### src/rtl/peso_kg_conversor_pkg.sv
// Constants and types shared by the weighing front-end and the display stage.
package peso_pkg;

  typedef enum logic [1:0] {
    IDLE = 2'd0,
    DIV  = 2'd1,
    DONE = 2'd2
  } state_e;

  localparam int TARA_DEFAULT_G = 40;
  localparam int DIVISOR_G      = 1000;

endpackage

### src/rtl/peso_kg_conversor_if.sv
// Sample-in / result-out handshake bundle of the grams-to-kg converter, plus tare loading.
interface peso_kg_conversor_if #(
  parameter int W       = 16,
  parameter int DIVISOR = peso_pkg::DIVISOR_G
);
  localparam int RW = $clog2(DIVISOR);

  logic          in_valid;
  logic          in_ready;
  logic [W-1:0]  gramas;
  logic          tare_capture;
  logic          tare_load;
  logic [W-1:0]  tare_value;
  logic          out_valid;
  logic          out_ready;
  logic [W-1:0]  peso_kg;
  logic [RW-1:0] peso_g;
  logic          underflow;

  modport master (
    output in_valid, gramas, tare_capture, tare_load, tare_value, out_ready,
    input  in_ready, out_valid, peso_kg, peso_g, underflow
  );

  modport slave (
    input  in_valid, gramas, tare_capture, tare_load, tare_value, out_ready,
    output in_ready, out_valid, peso_kg, peso_g, underflow
  );

endinterface

### src/rtl/seq_divider_restoring.sv
// Restoring divider by a constant: one quotient bit per cycle, MSB first, W cycles per division.
module seq_divider_restoring
  import peso_pkg::*;
#(
  parameter int W       = 16,
  parameter int DIVISOR = DIVISOR_G,
  localparam int RW     = $clog2(DIVISOR)
) (
  input  logic          clk,
  input  logic          rst,
  input  logic          start_i,
  input  logic [W-1:0]  dividend_i,
  output logic          busy_o,
  output logic          done_o,
  output logic [W-1:0]  quotient_o,
  output logic [RW-1:0] remainder_o
);

  localparam int         CW    = (W > 1) ? $clog2(W) : 1;
  localparam logic [RW:0] DIV_C = (RW+1)'(DIVISOR);

  // Dividend bits shift out of the top of quo_q while quotient bits shift in at the bottom.
  logic [W-1:0]  quo_q, quo_d;
  logic [RW:0]   rem_q, rem_d;
  logic [CW-1:0] cnt_q, cnt_d;
  logic          busy_q, busy_d;
  logic          done_q, done_d;
  logic [RW:0]   trial;

  always_comb begin
    // NOTE: every variable assigned here gets a default first, so no latch is inferred.
    quo_d  = quo_q;
    rem_d  = rem_q;
    cnt_d  = cnt_q;
    busy_d = busy_q;
    done_d = 1'b0;
    trial  = (rem_q << 1) | (RW+1)'(quo_q[W-1]);

    if (start_i && !busy_q) begin
      quo_d  = dividend_i;
      rem_d  = '0;
      cnt_d  = CW'(W - 1);
      busy_d = 1'b1;
    end else if (busy_q) begin
      if (trial >= DIV_C) begin
        rem_d = trial - DIV_C;
        quo_d = {quo_q[W-2:0], 1'b1};
      end else begin
        rem_d = trial;
        quo_d = {quo_q[W-2:0], 1'b0};
      end
      if (cnt_q == '0) begin
        busy_d = 1'b0;
        done_d = 1'b1;
      end else begin
        cnt_d = cnt_q - 1'b1;
      end
    end
  end

  always_ff @(posedge clk) begin
    // NOTE: sequential state uses non-blocking assignments so all registers update together.
    if (rst) begin
      quo_q  <= '0;
      rem_q  <= '0;
      cnt_q  <= '0;
      busy_q <= 1'b0;
      done_q <= 1'b0;
    end else begin
      quo_q  <= quo_d;
      rem_q  <= rem_d;
      cnt_q  <= cnt_d;
      busy_q <= busy_d;
      done_q <= done_d;
    end
  end

  assign busy_o      = busy_q;
  assign done_o      = done_q;
  assign quotient_o  = quo_q;
  assign remainder_o = rem_q[RW-1:0];

endmodule

### src/rtl/peso_kg_conversor.sv
// Weighing front-end: tare subtraction with underflow clamp, then sequential split into kg and g.
module peso_kg_conversor
  import peso_pkg::*;
#(
  parameter int W            = 16,
  parameter int DIVISOR      = DIVISOR_G,
  parameter int TARA_DEFAULT = TARA_DEFAULT_G,
  localparam int RW          = $clog2(DIVISOR)
) (
  input  logic                  clk,
  input  logic                  rst,
  peso_kg_conversor_if.slave    bus
);

  if (DIVISOR < 2 || longint'(DIVISOR) > ((longint'(1) << W) - 1)) begin : g_bad_divisor
    $error("peso_kg_conversor: DIVISOR must lie in [2, 2**W-1]");
  end

  state_e        state_q, state_d;
  logic          in_ready_q, in_ready_d;
  logic          out_valid_q, out_valid_d;
  logic [W-1:0]  kg_q, kg_d;
  logic [RW-1:0] g_q, g_d;
  logic          uf_q, uf_d;
  logic [W-1:0]  tara_q, tara_d;

  logic          accept;
  logic [W-1:0]  tara_eff;
  logic          below;
  logic [W-1:0]  net;
  logic          div_busy;
  logic          div_done;
  logic [W-1:0]  div_quo;
  logic [RW-1:0] div_rem;

  // A capturing sample is its own tare, so its net is always zero.
  assign accept   = bus.in_valid && (state_q == IDLE);
  assign tara_eff = bus.tare_capture ? bus.gramas : tara_q;
  assign below    = bus.gramas < tara_eff;
  assign net      = below ? '0 : bus.gramas - tara_eff;

  seq_divider_restoring #(
    .W       (W),
    .DIVISOR (DIVISOR)
  ) u_div (
    .clk         (clk),
    .rst         (rst),
    .start_i     (accept),
    .dividend_i  (net),
    .busy_o      (div_busy),
    .done_o      (div_done),
    .quotient_o  (div_quo),
    .remainder_o (div_rem)
  );

  always_comb begin
    state_d     = state_q;
    in_ready_d  = in_ready_q;
    out_valid_d = out_valid_q;
    kg_d        = kg_q;
    g_d         = g_q;
    uf_d        = uf_q;
    tara_d      = tara_q;

    case (state_q)
      IDLE: if (accept) begin
        state_d    = DIV;
        in_ready_d = 1'b0;
        uf_d       = below;
      end
      DIV: if (div_done && !div_busy) begin
        state_d     = DONE;
        out_valid_d = 1'b1;
        kg_d        = div_quo;
        g_d         = div_rem;
      end
      DONE: if (bus.out_ready) begin
        state_d     = IDLE;
        out_valid_d = 1'b0;
        in_ready_d  = 1'b1;
      end
      default: state_d = IDLE;
    endcase

    // An explicit load overrides a capture on the same edge.
    if (bus.tare_load) begin
      tara_d = bus.tare_value;
    end else if (accept && bus.tare_capture) begin
      tara_d = bus.gramas;
    end
  end

  always_ff @(posedge clk) begin
    if (rst) begin
      state_q     <= IDLE;
      in_ready_q  <= 1'b1;
      out_valid_q <= 1'b0;
      kg_q        <= '0;
      g_q         <= '0;
      uf_q        <= 1'b0;
      tara_q      <= W'(TARA_DEFAULT);
    end else begin
      state_q     <= state_d;
      in_ready_q  <= in_ready_d;
      out_valid_q <= out_valid_d;
      kg_q        <= kg_d;
      g_q         <= g_d;
      uf_q        <= uf_d;
      tara_q      <= tara_d;
    end
  end

  assign bus.in_ready  = in_ready_q;
  assign bus.out_valid = out_valid_q;
  assign bus.peso_kg   = kg_q;
  assign bus.peso_g    = g_q;
  assign bus.underflow = uf_q;

endmodule

### src/flat_wrapper.sv
// flat-port wrapper written by rule: the top's interface ports become plain ports
module peso_kg_conversor_flat import peso_pkg::*;
#(
  parameter int W            = 16,
  parameter int DIVISOR      = DIVISOR_G,
  parameter int TARA_DEFAULT = TARA_DEFAULT_G,
  localparam int RW          = $clog2(DIVISOR)
)
  (clk, rst, bus_in_valid, bus_gramas, bus_tare_capture, bus_tare_load, bus_tare_value, bus_out_ready, bus_in_ready, bus_out_valid, bus_peso_kg, bus_peso_g, bus_underflow);
  peso_kg_conversor_if #(.W(W), .DIVISOR(DIVISOR)) bus_i ();
  input  logic clk;
  input  logic rst;
  input wire logic [$bits(bus_i.in_valid)-1:0] bus_in_valid;
  input wire logic [$bits(bus_i.gramas)-1:0] bus_gramas;
  input wire logic [$bits(bus_i.tare_capture)-1:0] bus_tare_capture;
  input wire logic [$bits(bus_i.tare_load)-1:0] bus_tare_load;
  input wire logic [$bits(bus_i.tare_value)-1:0] bus_tare_value;
  input wire logic [$bits(bus_i.out_ready)-1:0] bus_out_ready;
  output wire logic [$bits(bus_i.in_ready)-1:0] bus_in_ready;
  output wire logic [$bits(bus_i.out_valid)-1:0] bus_out_valid;
  output wire logic [$bits(bus_i.peso_kg)-1:0] bus_peso_kg;
  output wire logic [$bits(bus_i.peso_g)-1:0] bus_peso_g;
  output wire logic [$bits(bus_i.underflow)-1:0] bus_underflow;
  assign bus_i.in_valid = bus_in_valid;
  assign bus_i.gramas = bus_gramas;
  assign bus_i.tare_capture = bus_tare_capture;
  assign bus_i.tare_load = bus_tare_load;
  assign bus_i.tare_value = bus_tare_value;
  assign bus_i.out_ready = bus_out_ready;
  assign bus_in_ready = bus_i.in_ready;
  assign bus_out_valid = bus_i.out_valid;
  assign bus_peso_kg = bus_i.peso_kg;
  assign bus_peso_g = bus_i.peso_g;
  assign bus_underflow = bus_i.underflow;
  peso_kg_conversor #(.W(W), .DIVISOR(DIVISOR), .TARA_DEFAULT(TARA_DEFAULT)) u_core (.clk(clk), .rst(rst), .bus(bus_i));
endmodule
### config.mk
export PLATFORM = sky130hd
export DESIGN_NAME = peso_kg_conversor_flat
export DESIGN_NICKNAME = d
export VERILOG_FILES = /design/src/rtl/peso_kg_conversor_pkg.sv /design/src/rtl/peso_kg_conversor_if.sv /design/src/rtl/seq_divider_restoring.sv /design/src/rtl/peso_kg_conversor.sv /design/src/flat_wrapper.sv
export SDC_FILE = /design/constraint.sdc
export NUM_CORES = 1
export LEC_CHECK = 0
export ABC_CLOCK_PERIOD_IN_PS = 4000
export CORE_MARGIN = 10
export CORE_UTILIZATION = 48
export DETAILED_ROUTE_END_ITERATION = 6
export GPL_TIMING_DRIVEN = 0
export PLACE_DENSITY = 0.68
export SETUP_SLACK_MARGIN = 0.4
export SLEW_MARGIN = 20
export SYNTH_ARGS = -nofsm -noshare
export SYNTH_HDL_FRONTEND = slang
export SYNTH_SLANG_ARGS = --single-unit
### constraint.sdc
create_clock -name clk -period 4 [get_ports clk]
set_input_delay 0.6 -clock clk [delete_from_list [all_inputs] [get_ports clk]]
set_output_delay 0.6 -clock clk [all_outputs]
set_load 0.005 [all_outputs]
**Word-level counts from Yosys, hierarchy flattened**

Index checks and enable logic that the tools add are counted.

- Word-level logic and storage cells: 69
- Register bits: 79
- Output and inout bits: 29

- $add $sub $neg: 3
- Equality and inequality tests: 6
- Reduce and logical (&&, ||, !) cells: 19
- Mux-type cells: 25
- Bitwise logic cells: 2
- $lt $le $gt $ge: 2

Operators by type and width:

| operator | count |
|---|---|
| $mux W16 | 6 |
| $lt A16 B16 Y1 | 1 |
| $sub A16 B16 Y16 | 1 |
| $mux W4 | 3 |
| $ge A11 B10 Y1 const B | 1 |
| $or A11 B1 Y11 | 1 |
| $mux W10 | 1 |
| $sub A10 B10 Y10 const B | 1 |
| $mux W1 | 9 |
| $reduce_and A3 Y1 | 3 |
| $reduce_bool A2 Y1 | 4 |
| $mux W2 | 3 |
| $pmux W2 S3 | 1 |
| $reduce_and A2 Y1 | 3 |
| $logic_and A1 B1 Y1 | 4 |
| $logic_not A4 Y1 | 1 |
| $ne A2 B1 Y1 const B | 2 |
| $ne A2 B2 Y1 const B | 2 |
| $pmux W1 S2 | 2 |
| $sub A4 B1 Y4 const B | 1 |
| $reduce_or A3 Y1 | 1 |
| $eq A2 B1 Y1 const B | 1 |
| $eq A2 B2 Y1 const B | 1 |
| $logic_not A2 Y1 | 1 |
| other kinds (3) | 3 |

**Depth between registers and ports, before layout**

Gate-level depths: netlist of the first run.

- Word-level depth: 5
- Depth in mapped cells: 12
- Mapped depth without buffers: 10

**Hierarchy**

A second synthesis of the first run with hierarchy kept.

- Cell total of the unflattened synthesis: 529
- Area, all modules: 4473.0 sq um

By module, submodules not included:

| module | area each (sq um) | cells each | instances | seq. area each (sq um) |
|---|---|---|---|---|
| peso_kg_conversor | 2964.1 | 350 | 1 | 940.9 |
| seq_divider_restoring | 1508.9 | 179 | 1 | 640.6 |

**Least setup slack after synthesis of the first run**

Ideal clock, no wire load.

- Path type: input-to-reg
- Start point: in bus_tare_capture
- End point: reg u_core.u_div.quo_q[0], in the netlist u_core.u_div.quotient_o[0]
- Stages on the path: 11
- Arrival: 3316 ps
- Path slack: 557 ps
- Path buffers: 3
- Cell sequence: clkbuf_1 -> clkbuf_1 -> mux2i_1 -> fa_1 -> a211oi_1 -> o21ai_1 -> o221ai_1 -> a21oi_2 -> buf_4 -> a222oi_1 -> nor2_1

- Cells in the longest elaborated chain, start to end: 4
- Elaborated cells between the ends (all ways): 5
- Classes of those cells: add/sub: 1; order compare: 1; mux: 3

Ends and longest elaborated chain:

| what | RTL line | text |
|---|---|---|
| start: declaration | flat_wrapper.sv:15 | `input wire logic [$bits(bus_i.tare_capture)-1:0] bus_tare_capture;` |
| $mux W16 * | peso_kg_conversor.sv:38 | `assign tara_eff = bus.tare_capture ? bus.gramas : tara_q;` |
| $sub A16 B16 Y16 / $lt A16 B16 Y1 (equally long branches) | peso_kg_conversor.sv:40, peso_kg_conversor.sv:39 |  |
| $mux W16 * | peso_kg_conversor.sv:40 | `assign net = below ? '0 : bus.gramas - tara_eff;` |
| $mux W16 * | seq_divider_restoring.sv:39 | `if (start_i && !busy_q) begin` |
| end signal: assignment | seq_divider_restoring.sv:70 | `quo_q <= quo_d;` |
| end: declaration | seq_divider_restoring.sv:23 | `logic [W-1:0] quo_q, quo_d;` |

Mark *: on every way between the ends. The rest lies on a longest branch, timed or not.
A chain may end at the register's enable or synchronous reset.

**Worst setup path in the final report of the first run**

- Start point: in bus_gramas[0]
- End point: reg u_core.u_div.quo_q[0], in the netlist u_core.u_div.quotient_o[0]

- Cells in the longest elaborated chain, start to end: 4
- Elaborated cells between the ends (all ways): 5
- Classes of those cells: add/sub: 1; order compare: 1; mux: 3

Ends and longest elaborated chain:

| what | RTL line | text |
|---|---|---|
| start: declaration | flat_wrapper.sv:14 | `input wire logic [$bits(bus_i.gramas)-1:0] bus_gramas;` |
| $mux W16 | peso_kg_conversor.sv:38 |  |
| $sub A16 B16 Y16 / $lt A16 B16 Y1 (equally long branches) | peso_kg_conversor.sv:40, peso_kg_conversor.sv:39 |  |
| $mux W16 * | peso_kg_conversor.sv:40 |  |
| $mux W16 * | seq_divider_restoring.sv:39 |  |

Marks and branches as above.

==> metrics.md, run 1 <==
| Metric | Value |
|---|---|
| GRT Util Overall | `16.96%` |
| Met1 WL | `5.001 mm` |
| Period utilization | `79.24%` |
| Final Critical Period | `3170 ps` |
| Layout Utilization | `60.92%` |
| Dpl hpwl | `8.422 mm` |
| Tot Pwr | `1.966 mW` |
| Top FF cell, synth | `dfxtp_1` |
| Skew-Pair Late Insertion Delay | `360 ps` |
| # diodes | `0` |
| Ports | `67` |
| Final ANT Viol Nets | `0` |
| Die Footprint | `13220 um2` |
| Layout fillers | `831` |
| YS warnings | `0` |
| RSZ-0062 raised after global routing | `no` |
| Top-area cell type share of the netlist area | `36.52%` |
| Fin. max-slew vios | `0` |
| DR WL met2 | `5.250 mm` |
| Yosys reg bits | `79` |
| Total gr overflow | `0` |
| Most common cell after layout, fill and taps aside | `dfxtp_1` |
| CTS Buf Count | `9` |
| Final setup viols | `0` |
| Crit path launch type | `input pin` |
| Crit path arrival time | `3400 ps` |
| Clock Tree Buf Depth | `2` |
| First-pass GRT wire length | `18.99 mm` |
| Number of global-route vias before repair | `4029` |
| Worst hold margin | `457.4 ps` |
| Initial antenna violation count | `0` |
| EDFF count, synth | `0` |
| Worst VDD drop | `0.0001552 V` |
| Avg WL per Cell | `15.33 um` |
| # rows | `34` |
| Library cells used by synthesis | `54` |
| Sink Count | `79` |
| DRC viols | `0` |
| Worst Setup End Kind | `flop` |
| Max_cap viols | `0` |
| Clock transition at path regs | `80 ps` |
| CP Max Fanout | `10` |
| Top cell type by total area after synthesis | `dfxtp_1` |
| Die W | `115.0 um` |
| Worst hold path type | `reg2reg` |
| Largest net degree at the start of global routing | `15` |
| Critical Path RT | `4230 ps` |
| Power per cell area | `368.2 nW/um2` |
| Layout cell share with drive strength beyond 1 | `5.911%` |
| GP Congestion | `0.8435` |
| DR vias/cell | `5.474` |
| Via count | `3925` |
| CTS tree | `yes` |
| Area growth syn-to-layout | `23.29%` |
| Max transition margin | `46.80%` |
| Post-Synthesis Cell Area | `4330 um2` |
| Initial Utilization | `49.41%` |
| Area contributors post-synth | `dfxtp_1 (37%), mux2i_1 (8.1%), a21oi_1 (8.0%)` |
| WS Path Type | `in2reg` |
| Seq/Total Area, Yosys | `36.52%` |
| Detailed-route wire length | `10.99 mm` |
| Final #Nets | `665` |
| Setup WS post-layout | `830.3 ps` |
| Core area | `8763 um2` |
| Final Hold Fails | `0` |
| DRT Pass-1 Iters | `5` |
| Root buffer cell | `clkbuf_8` |
| Placed cell areas | `5116 um2` |
| Clk_skew | `7.725 ps` |
| H-tree Lvls | `3` |
| Slew @ Worst Pin | `789.6 ps` |
| Fmax | `0.3155 GHz` |
| Met3 WL | `567 um` |
| Placement Setup Slack | `-0.7798 ps` |
| Gate Count Post-Synth | `528` |
| Die Y-Extent | `115.0 um` |
| Syn Nets | `589` |
| Max layer used | `met4` |
| Initial DRC count | `248` |
| Status | `finished clean` |
| Synth Area per Inst | `8.202 um2` |
| I/O Buffers | `65` |
| Postcts setup bufs | `0` |
| Commonest non-fill, non-tap cells in the layout | `dfxtp_1 (79), a21oi_1 (69), nand2_1 (67), clkdlybuf4s50_1 (65), nor2_1 (62)` |
| P_leak | `1.957 nW` |
| Async S/R FF share, synth | `0%` |
| Finished Cell Area | `5339 um2` |
flip-flops by register name, summed over array words and instances, names as in the netlist:
signal / cells
u_core.bus.in_ready: 1
u_core.bus.out_valid: 1
u_core.bus.peso_g: 10
u_core.bus.peso_kg: 16
u_core.bus.underflow: 1
u_core.state_q: 2
u_core.tara_q: 16
u_core.u_div.busy_o: 1
u_core.u_div.cnt_q: 4
u_core.u_div.done_o: 1
u_core.u_div.quotient_o: 16
u_core.u_div.rem_q: 10
cell usage after synthesis, drive strengths merged, types with 2 or more instances:
library cell	count
nor3b	4
inv	19
mux2	3
o22ai	3
o21ai	20
buf	6
o211ai	7
nor4	3
clkbuf	25
o21a	4
a21o	7
o31ai	2
or3	3
a211oi	12
nand2	67
mux2i	35
nand2b	12
nor3	9
a222oi	6
nand3	4
and4	2
and2	3
xnor2	11
a22oi	5
ha	22
o221ai	2
nor2	62
xor2	4
a31oi	2
dfxtp	79
a21oi	70
final cells by class:
cell class                 count  area (um2)  area share [%]
timing repair buffer          65       650.6           12.19
multi-input combinational    399        2550           47.76
tap                          108       135.1           2.531
sequential                    79        1582           29.62
buffer                        31       130.1           2.437
clock buffer                  10       127.6           2.390
clock inverter                 6       92.59           1.734
inverter                      19       71.32           1.336
logic make-up after synthesis:
family / Yosys count / synth area share, %
AND/OR/NAND/NOR: 172 / 17.63
AO/OA/AOI/OAI: 151 / 22.54
flip-flops: 79 / 36.52
buffers and inverters: 50 / 4.594
multiplexers: 38 / 8.870
adder cells (fa/ha/maj): 23 / 6.819
XOR/XNOR: 15 / 3.034
worst paths after layout:
path                                      startpoint                          to  slack [ps]  depth (start not counted)
worst max-delay path                   bus_gramas[0]  u_core.u_div.quotient_o[0]         830                         12
worst min-delay path            u_core.bus.peso_g[8]        u_core.bus.peso_g[8]         460                          2
worst max register to register      u_core.tara_q[0]  u_core.u_div.quotient_o[0]        1260                         11
worst min register to register  u_core.bus.peso_g[8]        u_core.bus.peso_g[8]         460                          2
report_power, final:
part / leakage [nW] / internal, mW / switching (mW)
clock network: 0.104 / 0.356 / 0.317
logic: 1.21 / 0.190 / 0.242
registers: 0.644 / 0.827 / 0.0331
critical path, stage by stage:
cell,delay [ps]
clkdlybuf4s50_1,500
mux2_2,180
ha_1,140
inv_1,50
fa_1,410
a211oi_1,240
o21ai_1,180
o221ai_1,440
a21oi_2,130
buf_4,200
a222oi_1,280
nor2_1,60
routing by layer:
layer	track usage, %	vias to the layer above
met5	0	-
met4	6.106	0
met3	3.281	16
met2	28.53	94
met1	21.03	1797
li1	-	2018
timing repair:
action                                  CTS  global route
hold buffers                              0             0
pin swaps                                 0             0
endpoints found under the setup margin    4             7
gates resized for setup                   1             2
stage by stage:
stage                     cells  TNS (ps)
after floorplan             528         0
after global placement      701         0
after detailed placement    701   -0.7798
after CTS                   717         0
after global routing        717         0
final                       717         0
Power figures use the tool's default switching activity.
==> run 2, diff against run 1 <==
--- a/config.mk
+++ b/config.mk
@@ -5,12 +5,12 @@
 export SDC_FILE = /design/constraint.sdc
 export NUM_CORES = 1
 export LEC_CHECK = 0
-export ABC_CLOCK_PERIOD_IN_PS = 4000
+export ABC_CLOCK_PERIOD_IN_PS = 2730
 export CORE_MARGIN = 10
 export CORE_UTILIZATION = 48
 export DETAILED_ROUTE_END_ITERATION = 6
 export GPL_TIMING_DRIVEN = 0
-export PLACE_DENSITY = 0.68
+export PLACE_DENSITY = 0.71
 export SETUP_SLACK_MARGIN = 0.4
 export SLEW_MARGIN = 20
 export SYNTH_ARGS = -nofsm -noshare
==> constraint.sdc (replaced) <==
create_clock -name clk -period 2.73 [get_ports clk]
set_input_delay 0.4095 -clock clk [delete_from_list [all_inputs] [get_ports clk]]
set_output_delay 0.4095 -clock clk [all_outputs]
set_load 0.005 [all_outputs]
==> run 2 against run 1 <==
  * Critical endpoint is now u_core.u_div.quotient_o[13]
  * Register-to-register slack worse by 840 ps
  * Count of clock-buffer cells in the layout stayed put
  * Hold slack worse by 2.3 ps
  * Utilization is 5.4 points higher
  * Global-route usage is 1.2 points higher
  * Sequential share of layout area is 2.4 points lower
  * Cell area is 8.8% higher
  * Total power is 55% higher
  * Non-clock buffer count is 20 higher
  * Largest cell class unchanged
  * Clock skew is 0.78 ps higher
  * Sequential power is 47% higher
==> metrics.md, run 2 (synthesis results as in run 1) <==
| Metric | Value |
|---|---|
| Layout fillers | `791 (-4.8%)` |
| Share of power burned in the clock network | `32.4% (-1.9 points)` |
| Gate power share | `26.1% (+4.1 points)` |
| Power per cell area | `524.3 nW/um2 (+42%)` |
| Most common cell after layout, fill and taps aside | `dfxtp_1` |
| GP Congestion | `0.8566 (+1.6%)` |
| Skew-Pair Late Insertion Delay | `360 ps (about the same)` |
| Largest net degree at the start of global routing | `15 (unchanged)` |
| Worst Setup End Kind | `flop` |
| Worst VDD drop | `0.0002461 V (+59%)` |
| Int Pwr | `2.105 mW (+53%)` |
| Final setup viols | `0 (unchanged)` |
| Final #Nets | `685 (+3.0%)` |
| Crit path launch type | `input pin` |
| Period utilization | `85.00%` |
| Ports | `67 (unchanged)` |
| Final Critical Period | `2320 ps` |
| Flop pwr share | `41.5% (-2.3 points)` |
| Switching power | `0.9402 mW (+59%)` |
| CTS Buf Count | `9 (unchanged)` |
| Slew @ Worst Pin | `764.9 ps (-24.67 ps)` |
| Placement Setup Slack | `-294.0 ps (-293.2 ps)` |
| Crit path arrival time | `2590 ps (-810 ps)` |
| Commonest non-fill, non-tap cells in the layout | `dfxtp_1 (78), nand2_1 (64), a21oi_1 (63), nor2_1 (59), clkdlybuf4s50_1 (52)` |
| Reg2Reg Setup Slack | `420 ps (-840 ps)` |
| Number of global-route vias before repair | `4031 (+0.050%)` |
| Final ANT Viol Nets | `0 (unchanged)` |
| Worst hold path type | `reg2reg` |
| DRT Pass-1 Iters | `5 (unchanged)` |
| Initial DRC count | `226 (-8.9%)` |
| RSZ-0062 raised after global routing | `yes` |
| Max transition margin | `48.46% (+1.7 points)` |
| Placed cell areas | `5202 um2 (+1.7%)` |
| GRT Util Overall | `18.17% (+1.2 points)` |
| Root buffer cell | `clkbuf_8` |
| DRC viols | `0 (unchanged)` |
| Total gr overflow | `0 (unchanged)` |
| Die W | `115.0 um (unchanged)` |
| # rows | `34 (unchanged)` |
| Initial Utilization | `49.41% (unchanged)` |
| Avg WL per Cell | `16.20 um (+5.6%)` |
| Detailed-route wire length | `11.94 mm (+8.6%)` |
| Switching share of power | `30.87% (+0.74 points)` |
| Final Hold Fails | `0 (unchanged)` |
| Clock Tree Buf Depth | `2 (unchanged)` |
| Die Y-Extent | `115.0 um (unchanged)` |
| Worst r2r src | `u_core.tara_q[0]` |
| # diodes | `0 (unchanged)` |
| Setup WS post-layout | `409.6 ps (-420.6 ps)` |
| CTS tree | `yes` |
| Critical path endpoint | `u_core.u_div.quotient_o[13]` |
| Core area | `8763 um2 (unchanged)` |
| Fmax | `0.4310 GHz` |
| Layout cell share with drive strength beyond 1 | `15.10% (+9.2 points)` |
| DR vias/cell | `5.654 (+3.3%)` |
| Initial antenna violation count | `0 (unchanged)` |
| Sink Count | `79 (unchanged)` |
| Layout Utilization | `66.28% (+5.4 points)` |
| I/O Buffers | `65 (unchanged)` |
| P_leak | `2.189 nW (+12%)` |
| Fin. max-slew vios | `0 (unchanged)` |
| Area growth syn-to-layout | `34.12%` |
| Seq. cell area | `1583 um2 (about the same)` |
| Reg2reg end | `u_core.u_div.quotient_o[8]` |
| Clock transition at path regs | `80 ps (about the same)` |
| Worst setup startpoint | `bus_tare_capture` |
| CP Max Fanout | `10 (unchanged)` |
| Clk_skew | `8.504 ps (+0.7784 ps)` |
| Dpl hpwl | `8.695 mm (+3.2%)` |
| Reg2reg path depth | `12 (+1)` |
| Die Footprint | `13220 um2 (unchanged)` |
| Max_cap viols | `0 (unchanged)` |
| WS Path Type | `in2reg` |
| Multi-input combinational cell area | `2793 um2 (+9.5%)` |
| Status | `finished clean` |
| Critical Path RT | `3000 ps (-1230 ps)` |
| H-tree Lvls | `3 (unchanged)` |
| First-pass GRT wire length | `19.95 mm (+5.1%)` |
| Finished Cell Area | `5808 um2 (+8.8%)` |
| Via count | `4167 (+6.2%)` |
==> run 2: changes by cell type in the layout (fill, tap and decap cells not counted), moves of 4 or more <==
cell	change
mux2i_1	-4
o21ai_0	-4
mux2i_2	+4
buf_4	+18
dlygate4sd2_1	+6
dlymetal6s2s_1	+7
a21oi_1	-6
clkdlybuf4s50_1	-13
ha_1	-6
a21oi_2	+4
==> run 2: per-layer routing <==
layer | GRT usage (%) | part of all wire, % | wire (um) | vias up
met5 | 0 | 0 | 0 | -
met4 | 3.548 | 1.1 | 133 | 0
met3 | 4.688 | 5.9 | 700 | 12
met2 | 30.52 | 49 | 5851 | 95
met1 | 23.00 | 44 | 5251 | 1992
li1 | - | - | - | 2068
==> run 2: worst min-delay path by stage <==
| stage | startpoint | end | slack (ps) | cells after the start |
|---|---|---|---|---|
| finish | u_core.bus.peso_kg[0] | u_core.bus.peso_kg[0] | 460 | 2 |
| global route | u_core.bus.peso_kg[9] | u_core.bus.peso_kg[9] | 480 | 2 |
| CTS | u_core.bus.peso_g[4] | u_core.bus.peso_g[4] | 460 | 2 |
| detailed placement | u_core.bus.peso_g[4] | u_core.bus.peso_g[4] | 450 | 2 |
| global placement | u_core.bus.peso_g[5] | u_core.bus.peso_g[5] | 440 | 2 |
| floorplan | u_core.u_div.quotient_o[6] | u_core.bus.peso_kg[6] | 430 | 2 |
==> run 2: layout make-up <==
type	count	area share (%)
buffer	31	3.274
clock buffer	10	2.197
clock inverter	6	1.616
inverter	19	1.228
multi-input combinational	399	48.08
sequential	79	27.25
tap	108	2.327
timing repair buffer	85	14.02
==> run 2: stage by stage <==
| stage | power [mW] | std cells | hold WS [ps] | setup TNS (ps) |
|---|---|---|---|---|
| floorplan | 1.738 | 528 | 431.9 | 0 |
| global placement | 1.924 | 701 | 444.0 | -2608 |
| detailed placement | 1.938 | 701 | 445.9 | -3062 |
| CTS | 2.958 | 727 | 458.4 | 0 |
| global route | 3.202 | 737 | 479.7 | 0 |
| finish | 3.045 | 737 | 455.1 | 0 |
==> run 2: critical path, stage by stage <==
cell and delay [ps]:
clkbuf_16 150, clkbuf_16 180, mux2i_1 140, ha_1 300, buf_6 140, nand2_4 80, a311oi_4 340, nand2_2 150
a21oi_4 250, buf_4 160, nand2b_1 80, o32ai_2 190
==> run 2: timing repair <==
action	in CTS	in global routing
hold buffers	0	0
pin swaps	12	18
setup endpoints to repair	17	20
endpoints found under the hold margin	0	0
setup buffers	9	10
resized for setup	22	45
cloned	1	0
==> run 2: power groups by stage <==
| stage | Clock [mW] | Sequential [mW] | Combinational (mW) |
|---|---|---|---|
| detailed placement | 0 | 1.29 | 0.650 |
| global placement | 0 | 1.28 | 0.639 |
| global route | 1.05 | 1.27 | 0.879 |
| finish | 0.986 | 1.26 | 0.796 |
| floorplan | 0 | 1.27 | 0.464 |
| CTS | 1.00 | 1.26 | 0.696 |
==> run 3, diff against run 2 <==
--- a/config.mk
+++ b/config.mk
@@ -5,12 +5,12 @@
 export SDC_FILE = /design/constraint.sdc
 export NUM_CORES = 1
 export LEC_CHECK = 0
-export ABC_CLOCK_PERIOD_IN_PS = 2730
+export ABC_CLOCK_PERIOD_IN_PS = 2300
 export CORE_MARGIN = 10
 export CORE_UTILIZATION = 48
 export DETAILED_ROUTE_END_ITERATION = 6
 export GPL_TIMING_DRIVEN = 0
-export PLACE_DENSITY = 0.71
+export PLACE_DENSITY = 0.68
 export SETUP_SLACK_MARGIN = 0.4
 export SLEW_MARGIN = 20
 export SYNTH_ARGS = -nofsm -noshare
==> constraint.sdc (replaced) <==
create_clock -name clk -period 2.3 [get_ports clk]
set_input_delay 0.345 -clock clk [delete_from_list [all_inputs] [get_ports clk]]
set_output_delay 0.345 -clock clk [all_outputs]
set_load 0.005 [all_outputs]
==> run 3 against run 2 <==
  * The run now ends with negative setup slack left
  * Cell area increased by 0.69%
  * Highest routed layer unchanged
  * Clock power increased by 29%
  * Final cell count unchanged
  * Largest cell class unchanged
  * Critical path type is now reg2reg
==> metrics.md, run 3 (synthesis results as in run 1) <==
| Metric | Value |
|---|---|
| Status | `finished, violations left` |
| Failing checks | `negative setup slack` |
| Die Y-Extent | `115.0 um (unchanged)` |
| Layout cell share with drive strength beyond 1 | `17.33% (+2.2 points)` |
| Worst hold path type | `in2reg` |
| Crit path launch type | `flop` |
| Slew @ Worst Pin | `786.5 ps (+21.55 ps)` |
| Final #Nets | `685 (unchanged)` |
| Commonest non-fill, non-tap cells in the layout | `dfxtp_1 (77), nand2_1 (64), a21oi_1 (63), nor2_1 (58), clkdlybuf4s50_1 (56)` |
| Gate power share | `24.9% (-1.2 points)` |
| Initial antenna violation count | `0 (unchanged)` |
| Worst Setup End Kind | `flop` |
| Initial Utilization | `49.41% (unchanged)` |
| # rows | `34 (unchanged)` |
| CTS tree | `yes` |
| Final Critical Period | `2381 ps` |
| GP Congestion | `0.9008 (+5.2%)` |
| Core area | `8763 um2 (unchanged)` |
| Multi-input combinational cell area | `2786 um2 (-0.22%)` |
| Share of power burned in the clock network | `34.5% (+2.1 points)` |
| Fin. max-slew vios | `0 (unchanged)` |
| Max_cap viols | `0 (unchanged)` |
| Clk_skew | `9.394 ps (+0.8898 ps)` |
| CP Max Fanout | `4 (-6)` |
| Critical Path RT | `2520 ps (-480 ps)` |
| Placement Setup Slack | `-671.2 ps (-377.1 ps)` |
| Seq. cell area | `1584 um2 (about the same)` |
| Ports | `67 (unchanged)` |
| # diodes | `0 (unchanged)` |
| DR vias/cell | `5.634 (-0.36%)` |
| Switching power | `1.098 mW (+17%)` |
| Final Hold Fails | `0 (unchanged)` |
| Crit path cell chain | `mux2_4, ha_4, inv_2, fa_2, a211oi_2, o21ai_2, o221ai_4, a21oi_4, buf_4, buf_6, buf_4, nand3_1, a21oi_1` |
| CTS Buf Count | `9 (unchanged)` |
| Largest net degree at the start of global routing | `15 (unchanged)` |
| H-tree Lvls | `3 (unchanged)` |
| Root buffer cell | `clkbuf_8` |
| Placed Cells | `701 (unchanged)` |
| P_leak | `2.206 nW (+0.76%)` |
| Sink Count | `79 (unchanged)` |
| Largest stage delay, worst path | `340 ps (about the same)` |
| Most common cell after layout, fill and taps aside | `dfxtp_1` |
| GRT Util Overall | `18.02% (-0.15 points)` |
| Cell mode on critical path | `buf_4` |
| RSZ-0062 raised after global routing | `yes` |
| Fmax | `0.4200 GHz` |
| Via count | `4152 (-0.36%)` |
| Initial DRC count | `267 (+18%)` |
| Worst path top cell family by delay | `compound AO/OA/AOI/OAI gates` |
| Layout fillers | `768 (-2.9%)` |
| Number of global-route vias before repair | `4148 (+2.9%)` |
| Power per cell area | `631.7 nW/um2 (+20%)` |
| Flop pwr share | `40.6% (-0.9 points)` |
| TNS Setup | `-301.2 ps (-301.2 ps)` |
| Clock Tree Buf Depth | `2 (unchanged)` |
| Avg WL per Cell | `16.20 um (about the same)` |
| Die W | `115.0 um (unchanged)` |
| Die Footprint | `13220 um2 (unchanged)` |
| Skew-Pair Late Insertion Delay | `350 ps (about the same)` |
| Max transition margin | `47.01% (-1.5 points)` |
| Slowest CP cell | `fa_2` |
| Final ANT Viol Nets | `0 (unchanged)` |
| Dpl hpwl | `8.838 mm (+1.6%)` |
| Detailed-route wire length | `11.94 mm (about the same)` |
| Worst VDD drop | `0.0003756 V (+53%)` |
| Area growth syn-to-layout | `35.05%` |
| I/O Buffers | `65 (unchanged)` |
| WS Path Type | `reg2reg` |
| Period utilization | `103.5%` |
| Total gr overflow | `0 (unchanged)` |
| DRC viols | `0 (unchanged)` |
| Clock transition at path regs | `90 ps (about the same)` |
| Switching share of power | `29.73% (-1.1 points)` |
| Crit path arrival time | `2600 ps (about the same)` |
| Setup WS post-layout | `-80.71 ps (-490.3 ps)` |
| WP buf/inv | `4 (unchanged)` |
| Non-Filler Instances | `737 (unchanged)` |
| First-pass GRT wire length | `19.87 mm (-0.38%)` |
| Final setup viols | `6 (+6)` |
| DRT Pass-1 Iters | `5 (unchanged)` |
| Int Pwr | `2.596 mW (+23%)` |
| Layout Utilization | `66.73% (+0.46 points)` |
## run 3: changes by cell type in the layout (fill, tap and decap cells not counted), moves of 2 or more
cell | before | now
clkbuf_1 | 22 | 10
clkbuf_2 | 1 | 11
clkdlybuf4s50_1 | 52 | 56
dlymetal6s2s_1 | 7 | 3
nor3_1 | 9 | 6
nor3_2 | 0 | 3
o21ai_1 | 4 | 2
## run 3: per-stage QoR
step                      instance area, um2  hold WS, ps  power, mW
after floorplan                         4417        431.9      2.063
final                                   5848        444.4      3.694
after global routing                    5848        479.5      3.888
after global placement                  5202        443.0      2.287
after CTS                               5592        459.1      3.608
after detailed placement                5202        446.1      2.301
## run 3: area by class of cell
class                   count  area share (%)
clock inverters             6           2.011
inverters                  19           1.220
multi-input cells         399           47.65
repair buffers             85           13.82
plain buffers              31           3.723
clock buffers              10           2.182
flip-flops and latches     79           27.09
well taps                 108           2.311
## run 3: timing repair
item / CTS / global route
cloned: 1 / 0
gates resized for setup: 30 / 57
hold buffers: 0 / 0
pin swaps: 12 / 16
setup buffers: 9 / 10
setup endpoints to repair: 59 / 54
## run 3: path summary, 6_finish.rpt
path                             start                     endpoint  slack, ps  cells past startpoint
setup / recovery      u_core.tara_q[0]  u_core.u_div.quotient_o[14]        -80                     13
hold / removal          bus_gramas[14]            u_core.tara_q[14]        440                      5
setup reg to reg      u_core.tara_q[0]  u_core.u_div.quotient_o[14]        -80                     13
hold reg to reg   u_core.bus.peso_g[5]         u_core.bus.peso_g[5]        460                      2
## run 3: tightest hold or removal path: stages
cell,delay [ps]
dlymetal6s2s_1,120
mux2i_1,90
nor2_1,80
a21oi_1,50
nor2_1,70
## run 3: power by group through the flow
| stage | clock network (mW) | registers, mW | logic (mW) |
|---|---|---|---|
| finish | 1.27 | 1.50 | 0.921 |
| floorplan | 0 | 1.51 | 0.551 |
| global route | 1.36 | 1.51 | 1.02 |
| CTS | 1.29 | 1.50 | 0.824 |
| detailed placement | 0 | 1.53 | 0.773 |
| global placement | 0 | 1.52 | 0.762 |
## run 3: routing by layer
layer	share of wire, %	vias to the layer above	global-route usage (%)	routed length [um]
met5	0	-	0	0
met4	1.7	0	4.868	201
met3	5.6	23	3.542	670
met2	47	101	29.58	5634
met1	46	1967	23.54	5433
li1	-	2061	-	-
